===== config.mk =====
export PLATFORM = sky130hd
export DESIGN_NAME = sync_fifo_occupancy_tracker
export DESIGN_NICKNAME = d
export VERILOG_FILES = /design/src/rtl/sync_fifo_occ_pkg.sv /design/src/rtl/sync_fifo_occ_channel.sv /design/src/rtl/sync_fifo_occupancy_tracker.sv
export SDC_FILE = /design/constraint.sdc
export NUM_CORES = 1
export LEC_CHECK = 0
export ABC_AREA = 1
export BUFFER_PORTS_ARGS = -buffer_cell sky130_fd_sc_hd__buf_2
export CAP_MARGIN = 20
export CORE_MARGIN = 2
export CORE_UTILIZATION = 40
export DETAILED_ROUTE_END_ITERATION = 10
export GPL_TIMING_DRIVEN = 0
export SYNTH_ARGS = -nofsm -noshare
export SYNTH_HDL_FRONTEND = slang
export SYNTH_SLANG_ARGS = --single-unit

===== constraint.sdc =====
create_clock -name clk -period 4.6 [get_ports clk]
set_input_delay 0.46 -clock clk [delete_from_list [all_inputs] [get_ports clk]]
set_output_delay 0.46 -clock clk [all_outputs]
set_load 0.1 [all_outputs]

===== src/rtl/sync_fifo_occ_pkg.sv =====
// Shared types and helpers for the FIFO occupancy tracker.
//   occ_cnt_w   : width of a count that must hold the values 0..depth
//   occ_flags_t : per-channel status decode (full/empty/almost_full/almost_empty)
//   occ_clamp_e : result of clamping the next count to the range 0..DEPTH
package sync_fifo_occ_pkg;

    function automatic int unsigned occ_cnt_w(input int unsigned depth);
        return $clog2(depth + 1);
    endfunction

    typedef struct packed {
        logic full;
        logic empty;
        logic af;
        logic ae;
    } occ_flags_t;

    typedef enum logic [1:0] {
        OCC_OK,
        OCC_OVF,
        OCC_UNF
    } occ_clamp_e;

endpackage


===== src/rtl/sync_fifo_occ_channel.sv =====
// One occupancy channel: bounded count, sticky overflow/underflow, flag decode.
// State updates on the falling clk edge; reset is asynchronous, active-high.
// Optional macro SYNC_FIFO_OCC_PEAK_EN adds a running-maximum register.
// Ports:
//   clk, reset          clock (falling edge) and async active-high reset
//   clr                 synchronous clear of count and sticky bits
//   inc/inc_amt         add inc_amt when inc is set
//   dec/dec_amt         subtract dec_amt when dec is set
//   count               current occupancy (0..DEPTH)
//   flags               combinational decode of count
//   overflow/underflow  sticky clamp indicators
//   peak                (SYNC_FIFO_OCC_PEAK_EN only) max count since reset/clr
module sync_fifo_occ_channel
    import sync_fifo_occ_pkg::*;
#(
    parameter int unsigned DEPTH    = 16,
    parameter int unsigned STEP_W   = 3,
    parameter int          AF_LEVEL = 14,
    parameter int          AE_LEVEL = 2,
    parameter int unsigned CNT_W    = 5
) (
    input  logic              clk,
    input  logic              reset,
    input  logic              clr,
    input  logic              inc,
    input  logic [STEP_W-1:0] inc_amt,
    input  logic              dec,
    input  logic [STEP_W-1:0] dec_amt,
    output logic [CNT_W-1:0]  count,
    output occ_flags_t        flags,
    output logic              overflow,
    output logic              underflow
`ifdef SYNC_FIFO_OCC_PEAK_EN
    ,
    output logic [CNT_W-1:0]  peak
`endif
);

    // One extra bit over count+step keeps the signed sum from wrapping.
    localparam int unsigned SUM_W = CNT_W + STEP_W + 1;
    localparam logic signed [SUM_W-1:0] DEPTH_S = SUM_W'(DEPTH);

    logic [CNT_W-1:0]        count_q, count_d;
    logic                    ovf_q, unf_q;
    logic signed [SUM_W-1:0] sum;
    occ_clamp_e              clamp;

    always_comb begin
        sum = SUM_W'(count_q);
        if (inc) sum = sum + SUM_W'(inc_amt);
        if (dec) sum = sum - SUM_W'(dec_amt);

        clamp   = OCC_OK;
        count_d = sum[CNT_W-1:0];
        if (sum[SUM_W-1]) begin
            clamp   = OCC_UNF;
            count_d = '0;
        end else if (sum > DEPTH_S) begin
            clamp   = OCC_OVF;
            count_d = CNT_W'(DEPTH);
        end
    end

    always_ff @(negedge clk or posedge reset) begin
        if (reset) begin
            count_q <= '0;
            ovf_q   <= 1'b0;
            unf_q   <= 1'b0;
        end else if (clr) begin
            count_q <= '0;
            ovf_q   <= 1'b0;
            unf_q   <= 1'b0;
        end else begin
            count_q <= count_d;
            if (clamp == OCC_OVF) ovf_q <= 1'b1;
            if (clamp == OCC_UNF) unf_q <= 1'b1;
        end
    end

`ifdef SYNC_FIFO_OCC_PEAK_EN
    logic [CNT_W-1:0] peak_q;

    // Tracks the post-clamp value, so it never exceeds DEPTH.
    always_ff @(negedge clk or posedge reset) begin
        if (reset) begin
            peak_q <= '0;
        end else if (clr) begin
            peak_q <= '0;
        end else if (count_d > peak_q) begin
            peak_q <= count_d;
        end
    end

    assign peak = peak_q;
`endif

    assign count     = count_q;
    assign overflow  = ovf_q;
    assign underflow = unf_q;

    always_comb begin
        flags.full  = (count_q == CNT_W'(DEPTH));
        flags.empty = (count_q == '0);
        flags.af    = (count_q >= CNT_W'(AF_LEVEL));
        flags.ae    = (count_q <= CNT_W'(AE_LEVEL));
    end

endmodule


===== src/rtl/sync_fifo_occupancy_tracker.sv =====
// Multi-channel occupancy tracker for the PE-array synchronous FIFOs.
// Each channel is an independent sync_fifo_occ_channel; this level only
// packs/unpacks the per-channel vectors (channel c at [c*W +: W]).
// Optional macro SYNC_FIFO_OCC_PEAK_EN adds the peak output.
// Ports:
//   clk, reset                  clock (falling edge) and async active-high reset
//   clr[NUM_CH]                 per-channel synchronous clear
//   inc, inc_amt, dec, dec_amt  per-channel step requests and amounts
//   count                       per-channel occupancy
//   full, empty, almost_full, almost_empty  per-channel flags
//   overflow, underflow         per-channel sticky clamp indicators
//   peak                        (SYNC_FIFO_OCC_PEAK_EN only) per-channel maximum
module sync_fifo_occupancy_tracker
    import sync_fifo_occ_pkg::*;
#(
    parameter int unsigned NUM_CH   = 4,
    parameter int unsigned DEPTH    = 16,
    parameter int unsigned STEP_W   = 3,
    parameter int          AF_LEVEL = int'(DEPTH) - 2,
    parameter int          AE_LEVEL = 2,
    localparam int unsigned CNT_W   = occ_cnt_w(DEPTH)
) (
    input  logic                     clk,
    input  logic                     reset,
    input  logic [NUM_CH-1:0]        clr,
    input  logic [NUM_CH-1:0]        inc,
    input  logic [NUM_CH*STEP_W-1:0] inc_amt,
    input  logic [NUM_CH-1:0]        dec,
    input  logic [NUM_CH*STEP_W-1:0] dec_amt,
    output logic [NUM_CH*CNT_W-1:0]  count,
    output logic [NUM_CH-1:0]        full,
    output logic [NUM_CH-1:0]        empty,
    output logic [NUM_CH-1:0]        almost_full,
    output logic [NUM_CH-1:0]        almost_empty,
    output logic [NUM_CH-1:0]        overflow,
    output logic [NUM_CH-1:0]        underflow
`ifdef SYNC_FIFO_OCC_PEAK_EN
    ,
    output logic [NUM_CH*CNT_W-1:0]  peak
`endif
);

    if (DEPTH < 1) begin : g_bad_depth
        $error("DEPTH must be >= 1");
    end
    if (AF_LEVEL < 0 || AF_LEVEL > int'(DEPTH)) begin : g_bad_af
        $error("AF_LEVEL must be in 0..DEPTH");
    end
    if (AE_LEVEL < 0 || AE_LEVEL > int'(DEPTH)) begin : g_bad_ae
        $error("AE_LEVEL must be in 0..DEPTH");
    end

    for (genvar c = 0; c < NUM_CH; c++) begin : g_ch
        occ_flags_t flags;

        sync_fifo_occ_channel #(
            .DEPTH    (DEPTH),
            .STEP_W   (STEP_W),
            .AF_LEVEL (AF_LEVEL),
            .AE_LEVEL (AE_LEVEL),
            .CNT_W    (CNT_W)
        ) u_channel (
            .clk       (clk),
            .reset     (reset),
            .clr       (clr[c]),
            .inc       (inc[c]),
            .inc_amt   (inc_amt[c*STEP_W +: STEP_W]),
            .dec       (dec[c]),
            .dec_amt   (dec_amt[c*STEP_W +: STEP_W]),
            .count     (count[c*CNT_W +: CNT_W]),
            .flags     (flags),
            .overflow  (overflow[c]),
            .underflow (underflow[c])
`ifdef SYNC_FIFO_OCC_PEAK_EN
            ,
            .peak      (peak[c*CNT_W +: CNT_W])
`endif
        );

        assign full[c]         = flags.full;
        assign empty[c]        = flags.empty;
        assign almost_full[c]  = flags.af;
        assign almost_empty[c] = flags.ae;
    end

endmodule


==> summary.md, run 1 <==
| Metric | Value |
|---|---|
| Netlist area before placement | `0.00295 mm²` |
| Routed WL | `7.54 mm` |
| Number of ports placed on the die boundary | `82` |
| Port bufs | `79` |
| Max Transition Viols Final | `0` |
| Number of antenna violations at the first check in global routing | `0` |
| Clk buf depth | `2` |
| Final worst setup slack | `-0.106 ns` |
| Die height | `89.8 µm` |
| Max-capacitance violation count | `0` |
| Nets@finish | `642` |
| Leading cell type in the layout, fill and taps excluded | `sky130_fd_sc_hd__nand2_1` |
| Antenna cells | `0` |
| First-pass GRT wire length | `12.9 mm` |
| Fraction of layout instances using a drive strength above 1 | `43.6%` |
| Slew headroom | `67.2%` |
| Unrepaired setup endpoints after global routing | `true` |
| Final standard cell utilization of the core | `61.3%` |
| Critical path startpoint category | `input pin` |
| Worst slew pin tran | `0.492 ns` |
| Data required time at the worst endpoint | `2.44 ns` |
| Routed vias/inst | `4.78` |
| Status | `finished with violations` |
| Synthesis Warnings | `0` |
| Crit Path Max Fanout | `2` |
| Cells after Synth | `450` |
| Sum of buffers and inverters on the critical path | `2` |
| Overall track demand over capacity in global routing | `18.4%` |
| Root buffer cell | `sky130_fd_sc_hd__clkbuf_8` |
| Clock tree from TritonCTS | `yes` |
| Area fraction of the dominant cell type after synthesis | `23.8%` |
| Clock tree sinks | `28` |
| Top library cells by usage in the layout, fill and taps aside | `114 x sky130_fd_sc_hd__nand2_1, 67 x sky130_fd_sc_hd__inv_1, 67 x sky130_fd_sc_hd__buf_2` |
| Synth area leader | `sky130_fd_sc_hd__dfrtn_1` |
| Count of final hold-check violations | `0` |
| Core area | `0.00718 mm²` |
| Initial drt markers | `44` |
| Std cell rows | `31` |
| Worst hold-check slack | `0.429 ns` |
| Average instance area after synthesis | `6.55 µm²` |
| Synthesis-to-finish area growth | `49.4%` |
| Number of setup violations in the final report | `18` |
| DIE AREA | `0.00807 mm²` |
| Latest clock arrival within the worst-skew pair | `0.28 ns` |
| Number of distinct library cells after synthesis | `28` |
| Wire length on met3 | `274 µm` |
| Antenna viol nets, final | `0` |
| Routed wl met2 | `3.80 mm` |
| Sequential-to-total area share from yosys stat | `23.8%` |
| Largest net degree at the start of global routing | `21` |
| Worst clock skew | `0.00255 ns` |
| Top routing layer in use | `met4` |
| Crit end category | `register` |
| Number of nets in the synthesized netlist | `520` |
| Critical Path Slowest Stage Cell | `sky130_fd_sc_hd__fa_2` |
| CP peak stage delay | `0.53 ns` |
| Arrival time of data at the critical path endpoint | `2.55 ns` |
| Cell family contributing the most delay on the critical path | `adder cells` |
| Failing checks | `negative setup slack` |
| Routed length per instance | `11.3 µm` |
| HPWL after detailed placement | `5.66 mm` |
| Final global-route overflow total | `0` |
| Crit Path Class | `in -> reg` |
| Vias in the first global route | `3020` |
| Cells along the critical path | `buf_6, ha_4, fa_1, nand2_2, nand2_4, inv_2, fa_2, nand2_2, nand2_1, nand2_1, a21oi_2, nand3_2, nand2_2, nand2_2, nand2_1, nand2_1` |
| DRT Pass-1 Iters | `4` |
| Routability cong. | `0.812` |
| Routed metal-1 wire length | `3.42 mm` |
| Vias after detailed routing | `3201` |
| H-tree level count | `1` |
| #FFs+latches synth | `28` |
| Synth top area cells | `sky130_fd_sc_hd__dfrtn_1 24%, sky130_fd_sc_hd__nand2_1 18%, sky130_fd_sc_hd__ha_1 10%` |
| Path category of the worst min-delay check | `reg -> reg` |
| Initial cell density of the core | `41.0%` |
| Drt drc | `0` |
| Number of buffers inserted during clock tree synthesis | `3` |
| Floorplan die width | `89.8 µm` |
| Clock-pin slew of the registers on the worst-case setup and hold paths | `0.07 ns` |
[path summary, 6_finish.rpt]
| path | from | to | slack (ns) | cells after the start |
|---|---|---|---|---|
| max | inc_amt[6] | g_ch[2].u_channel.overflow$_DFFE_NP0P_ | -0.11 | 16 |
| min | g_ch[3].u_channel.overflow$_DFFE_NP0P_ | g_ch[3].u_channel.overflow$_DFFE_NP0P_ | 0.43 | 2 |
| max reg2reg | g_ch[1].u_channel.count[0]$_DFF_NP0_ | g_ch[1].u_channel.count[1]$_DFF_NP0_ | 1.91 | 16 |
| min reg2reg | g_ch[3].u_channel.overflow$_DFFE_NP0P_ | g_ch[3].u_channel.overflow$_DFFE_NP0P_ | 0.43 | 2 |
| max in group asynchronous | reset | g_ch[3].u_channel.count[3]$_DFF_NP0_ | 1.73 | 3 |
| min in group asynchronous | reset | g_ch[2].u_channel.count[0]$_DFF_NP0_ | 2.37 | 2 |
[layer usage]
layer  vias to the layer above  track usage, %
li1                       1660               -
met1                      1462            23.4
met2                        69            34.1
met3                        10            2.93
met4                         0            2.18
met5                         -               0
[cells in the mapped netlist (all sizes together)]
cell / n
nand2: 152
inv: 79
nand3: 59
nor2: 38
dfrtn: 28
ha: 24
a21oi: 14
buf: 10
nand4: 9
fa: 8
and2: 5
xor2: 5
a2111oi: 4
or4: 4
o21a: 3
o21ai: 3
o21bai: 3
clkinv: 1
nand3b: 1
[registers in the layout (all words and copies together) (netlist names)]
| register | flops |
|---|---|
| g_ch.u_channel.overflow | 4 |
| g_ch.u_channel.count | 20 |
| g_ch.u_channel.underflow | 4 |
[stage by stage]
stage | TNS (ns) | cells | cell area (µm²) | worst slack, ns
final | -1.37 | 670 | 4400 | -0.106
after global routing | -4.01 | 670 | 4400 | -0.262
after CTS | -1.27 | 662 | 4200 | -0.152
after detailed placement | -9.53 | 629 | 3700 | -0.520
after global placement | -8.97 | 628 | 3670 | -0.503
after floorplan | -3.83 | 450 | 3160 | -0.265
[worst register-to-register path, stage by stage, from the launching register on]
cell,delay (ns)
sky130_fd_sc_hd__dfrtn_1,0.56
sky130_fd_sc_hd__ha_4,0.18
sky130_fd_sc_hd__fa_1,0.43
sky130_fd_sc_hd__nand2_2,0.10
sky130_fd_sc_hd__nand2_2,0.06
sky130_fd_sc_hd__buf_4,0.14
sky130_fd_sc_hd__ha_4,0.25
sky130_fd_sc_hd__inv_1,0.03
sky130_fd_sc_hd__o21bai_1,0.12
sky130_fd_sc_hd__nand2_1,0.08
sky130_fd_sc_hd__nand2_2,0.08
sky130_fd_sc_hd__inv_2,0.05
sky130_fd_sc_hd__a21oi_2,0.13
sky130_fd_sc_hd__nor2_2,0.07
sky130_fd_sc_hd__buf_4,0.14
sky130_fd_sc_hd__nand3_4,0.09
sky130_fd_sc_hd__nor2_1,0.04
[what timing repair did]
action	CTS	global route
setup buffers	29	8
gates resized for setup	52	41
hold buffers	0	0
setup endpoints to repair	28	24
pin swaps	29	24
[kinds of logic after synthesis]
logic type	after synthesis	share of synthesized area, %
and+or+nand+nor	268	40.0
buffers and inverters	90	12.9
adders and majority gates	32	15.6
DFF	28	23.8
AOI/OAI and AO/OA	27	5.99
xor gates and xnor gates	5	1.74
[layout make-up]
class | instances | area (µm²)
Buffer | 10 | 78.8
Fill cell | 658 | 2780
Tap cell | 99 | 124
Timing Repair Buffer | 117 | 773
Inverter | 80 | 300
Clock inverter | 1 | 30.0
Sequential cell | 28 | 701
Multi-Input combinational cell | 332 | 2350
Clock buffer | 3 | 41.3
Power of run 1 is not shown: default switching activity piles up to over one toggle a cycle in this logic, so the estimate is an artifact.
==> run 2, diff against run 1 <==
--- a/config.mk
+++ b/config.mk
@@ -14,4 +14,5 @@
 export GPL_TIMING_DRIVEN = 0
 export SYNTH_ARGS = -nofsm -noshare
 export SYNTH_HDL_FRONTEND = slang
+export SYNTH_HIERARCHICAL = 1
 export SYNTH_SLANG_ARGS = --single-unit
==> constraint.sdc (replaced) <==
create_clock -name clk -period 4.4 [get_ports clk]
set_input_delay 0.44 -clock clk [delete_from_list [all_inputs] [get_ports clk]]
set_output_delay 0.44 -clock clk [all_outputs]
set_load 0.1 [all_outputs]
==> summary.md, run 2 <==
| Metric | Value |
|---|---|
| Die height | `92.5 µm (was 89.8 µm)` |
| Status | `finished with violations (unchanged)` |
| Worst clock skew | `0.00136 ns (was 0.00255 ns)` |
| Routability cong. | `0.803 (was 0.812)` |
| Number of antenna violations at the first check in global routing | `0 (unchanged)` |
| Crit Path Max Fanout | `4 (was 2)` |
| Crit end category | `register (unchanged)` |
| Antenna cells | `0 (unchanged)` |
| Vias after detailed routing | `3211 (was 3201)` |
| Critical register-to-register path endpoint | `g_ch[2].u_channel/overflow$_DFFE_NP0P_ (was g_ch[1].u_channel.count[1]$_DFF_NP0_)` |
| Largest net degree at the start of global routing | `15 (was 21)` |
| Root buffer cell | `sky130_fd_sc_hd__clkbuf_8 (unchanged)` |
| Latest clock arrival within the worst-skew pair | `0.28 ns (about the same)` |
| Area fraction of the dominant cell type after synthesis | `22.4% (was 23.8%)` |
| Top library cells by usage in the layout, fill and taps aside | `121 x sky130_fd_sc_hd__nand2_1, 73 x sky130_fd_sc_hd__buf_2, 61 x sky130_fd_sc_hd__inv_1 (was 114 x sky130_fd_sc_hd__nand2_1, 67 x sky130_fd_sc_hd__inv_1, 67 x sky130_fd_sc_hd__buf_2)` |
| Synthesis Warnings | `6 (was 0)` |
| Vias in the first global route | `2755 (was 3020)` |
| DRT Pass-1 Iters | `4 (unchanged)` |
| Final worst setup slack | `-0.480 ns (was -0.106 ns)` |
| Drt drc | `0 (unchanged)` |
| DIE AREA | `0.00856 mm² (was 0.00807 mm²)` |
| Filler-free cell count of the finished design | `669 (was 670)` |
| Last element of the critical path | `g_ch[2].u_channel/overflow$_DFFE_NP0P_ (was g_ch[2].u_channel.overflow$_DFFE_NP0P_)` |
| Fraction of layout instances using a drive strength above 1 | `44.6% (was 43.6%)` |
| Synthesis-to-finish area growth | `37.4% (was 49.4%)` |
| Synth area leader | `sky130_fd_sc_hd__dfrtn_1 (unchanged)` |
| Sequential-to-total area share from yosys stat | `22.4% (was 23.8%)` |
| Antenna viol nets, final | `0 (unchanged)` |
| Leading cell type in the layout, fill and taps excluded | `sky130_fd_sc_hd__nand2_1 (unchanged)` |
| Slew headroom | `67.5% (was 67.2%)` |
| Placed Instances | `640 (was 629)` |
| Failing checks | `negative setup slack (unchanged)` |
| Arrival time of data at the critical path endpoint | `2.82 ns (was 2.55 ns)` |
| Cells after Synth | `461 (was 450)` |
| Leading cell types by count after synthesis | `138 x sky130_fd_sc_hd__nand2_1, 74 x sky130_fd_sc_hd__inv_1, 49 x sky130_fd_sc_hd__nand3_1 (was 143 x sky130_fd_sc_hd__nand2_1, 78 x sky130_fd_sc_hd__inv_1, 56 x sky130_fd_sc_hd__nand3_1)` |
| Number of nets in the synthesized netlist | `531 (was 520)` |
| Clk buf depth | `2 (unchanged)` |
| Std cell rows | `32 (was 31)` |
| Core area | `0.00765 mm² (was 0.00718 mm²)` |
| Clock tree sinks | `28 (unchanged)` |
| Initial drt markers | `57 (was 44)` |
| Crit Path Class | `in -> reg (unchanged)` |
| Cell with the most instances after synthesis | `sky130_fd_sc_hd__nand2_1 (unchanged)` |
| Data required time at the worst endpoint | `2.34 ns (was 2.44 ns)` |
| HPWL after detailed placement | `6.06 mm (was 5.66 mm)` |
| Count of filler cells inserted in the layout | `763 (was 658)` |
| Max Transition Viols Final | `0 (unchanged)` |
| Final standard cell utilization of the core | `56.3% (was 61.3%)` |
| Floorplan die width | `92.5 µm (was 89.8 µm)` |
| Overall track demand over capacity in global routing | `17.0% (was 18.4%)` |
| Number of setup violations in the final report | `26 (was 18)` |
| Final global-route overflow total | `0 (unchanged)` |
| Count of final hold-check violations | `0 (unchanged)` |
| Routed vias/inst | `4.80 (was 4.78)` |
| Worst hold-check slack | `0.435 ns (was 0.429 ns)` |
| Minimum setup slack among reg-to-reg paths | `1.53 ns (was 1.91 ns)` |
| Average instance area after synthesis | `6.80 µm² (was 6.55 µm²)` |
| Initial cell density of the core | `41.0% (about the same)` |
| Clock tree from TritonCTS | `yes (unchanged)` |
| Logic depth of the worst register-to-register path | `18 (was 16)` |
| Setup total negative slack | `-6.44 ns (was -1.37 ns)` |
| Number of ports placed on the die boundary | `82 (unchanged)` |
| Port bufs | `77 (was 79)` |
| Share of async-settable or async-resettable flops after synthesis | `100% (unchanged)` |
| Launch instance of the worst register-to-register path | `g_ch[2].u_channel/count[0]$_DFF_NP0_ (was g_ch[1].u_channel.count[0]$_DFF_NP0_)` |
| #FFs+latches synth | `28 (unchanged)` |
| Number of enable-type register cells in the synthesized netlist | `0 (unchanged)` |
| Worst slew pin tran | `0.490 ns (was 0.492 ns)` |
| Max FFs per register | `20 (unchanged)` |
| Unrepaired setup endpoints after global routing | `true (unchanged)` |
| Number of buffers inserted during clock tree synthesis | `3 (unchanged)` |
| Netlist area before placement | `0.00313 mm² (was 0.00295 mm²)` |
| Path category of the worst min-delay check | `reg -> reg (unchanged)` |
| Critical path startpoint category | `input pin (unchanged)` |
| Synth top area cells | `sky130_fd_sc_hd__dfrtn_1 22%, sky130_fd_sc_hd__nand2_1 17%, sky130_fd_sc_hd__ha_1 9.6% (was sky130_fd_sc_hd__dfrtn_1 24%, sky130_fd_sc_hd__nand2_1 18%, sky130_fd_sc_hd__ha_1 10%)` |
| Routed WL | `7.74 mm (was 7.54 mm)` |
| Clock-pin slew of the registers on the worst-case setup and hold paths | `0.06 ns (was 0.07 ns)` |
| Max-capacitance violation count | `0 (unchanged)` |
| Nets@finish | `639 (was 642)` |
| H-tree level count | `1 (unchanged)` |
| Worst setup startpoint | `inc_amt[6] (unchanged)` |
| Primary flip-flop cell chosen by synthesis mapping | `sky130_fd_sc_hd__dfrtn_1 (unchanged)` |
| Routed length per instance | `11.6 µm (was 11.3 µm)` |
| First-pass GRT wire length | `12.2 mm (was 12.9 mm)` |
| Number of distinct library cells after synthesis | `35 (was 28)` |
[run 2: layout make-up]
class                      instances  area [µm²]  area share, %
multi-input combinational        344        2450           56.9
tap                              102         128           2.96
sequential                        28         701           16.3
buffer                             4        45.0           1.05
timing repair buffer             103         621           14.4
inverter                          85         319           7.41
clock buffer                       3        41.3          0.959
[run 2: cells by family (layout without fill, tap and decap cells)]
kind of cell	after synthesis	count (layout)	share of synthesized area (%)
flip-flops	28	28	22.4
buffers and inverters	89	195	11.6
AO/OA/AOI/OAI	30	30	5.71
AND/OR/NAND/NOR	280	280	45.0
adder cells (fa/ha/maj)	32	32	14.7
XOR/XNOR	1	1	0.280
multiplexers	1	1	0.320
[run 2: critical path: stages]
cell	delay, ns
sky130_fd_sc_hd__buf_6	0.10
sky130_fd_sc_hd__ha_4	0.15
sky130_fd_sc_hd__fa_2	0.33
sky130_fd_sc_hd__or2_0	0.20
sky130_fd_sc_hd__nand3_1	0.09
sky130_fd_sc_hd__o21ai_1	0.08
sky130_fd_sc_hd__ha_1	0.35
sky130_fd_sc_hd__a21oi_2	0.18
sky130_fd_sc_hd__o21ai_2	0.10
sky130_fd_sc_hd__nor2_2	0.17
sky130_fd_sc_hd__inv_1	0.06
sky130_fd_sc_hd__nand2_1	0.08
sky130_fd_sc_hd__nand3_1	0.09
sky130_fd_sc_hd__nand2_1	0.07
sky130_fd_sc_hd__nand2_1	0.06
sky130_fd_sc_hd__nand2_2	0.10
sky130_fd_sc_hd__nand3_2	0.06
sky130_fd_sc_hd__nand2_1	0.06
sky130_fd_sc_hd__inv_1	0.03
[run 2: what timing repair did]
item                                    in CTS  in global routing
endpoints found under the setup margin      25                 28
buffers inserted                            18                  9
hold buffers                                 0                  0
pin swaps                                   41                 20
resized for setup                           12                 43
[run 2: stage by stage]
stage / setup WS (ns) / cell area (µm²)
2_1_floorplan: -0.451 / 3340
3_3_place_gp: -0.748 / 3850
3_5_place_dp: -0.790 / 3850
4_1_cts: -0.452 / 4060
5_1_grt: -0.644 / 4310
6_report: -0.480 / 4310
[run 2: per-layer routing]
layer	global-route usage [%]	wire, µm	vias to the layer above
met4	1.74	39	0
met2	29.6	3880	73
met3	2.44	337	6
met5	0	0	-
met1	23.2	3480	1473
li1	-	-	1659
[run 2: worst min-delay path by stage]
stage	startpoint	to	slack [ns]	cells past startpoint
global route	g_ch[3].u_channel/overflow$_DFFE_NP0P_	g_ch[3].u_channel/overflow$_DFFE_NP0P_	0.44	2
floorplan	g_ch[0].u_channel/underflow$_DFFE_NP0P_	g_ch[0].u_channel/underflow$_DFFE_NP0P_	0.96	2
finish	g_ch[0].u_channel/overflow$_DFFE_NP0P_	g_ch[0].u_channel/overflow$_DFFE_NP0P_	0.43	2
CTS	g_ch[3].u_channel/overflow$_DFFE_NP0P_	g_ch[3].u_channel/overflow$_DFFE_NP0P_	0.43	2
detailed placement	g_ch[0].u_channel/overflow$_DFFE_NP0P_	g_ch[0].u_channel/overflow$_DFFE_NP0P_	0.43	2
global placement	g_ch[3].u_channel/overflow$_DFFE_NP0P_	g_ch[3].u_channel/overflow$_DFFE_NP0P_	0.43	2
Power of run 2 is left out for the same reason.
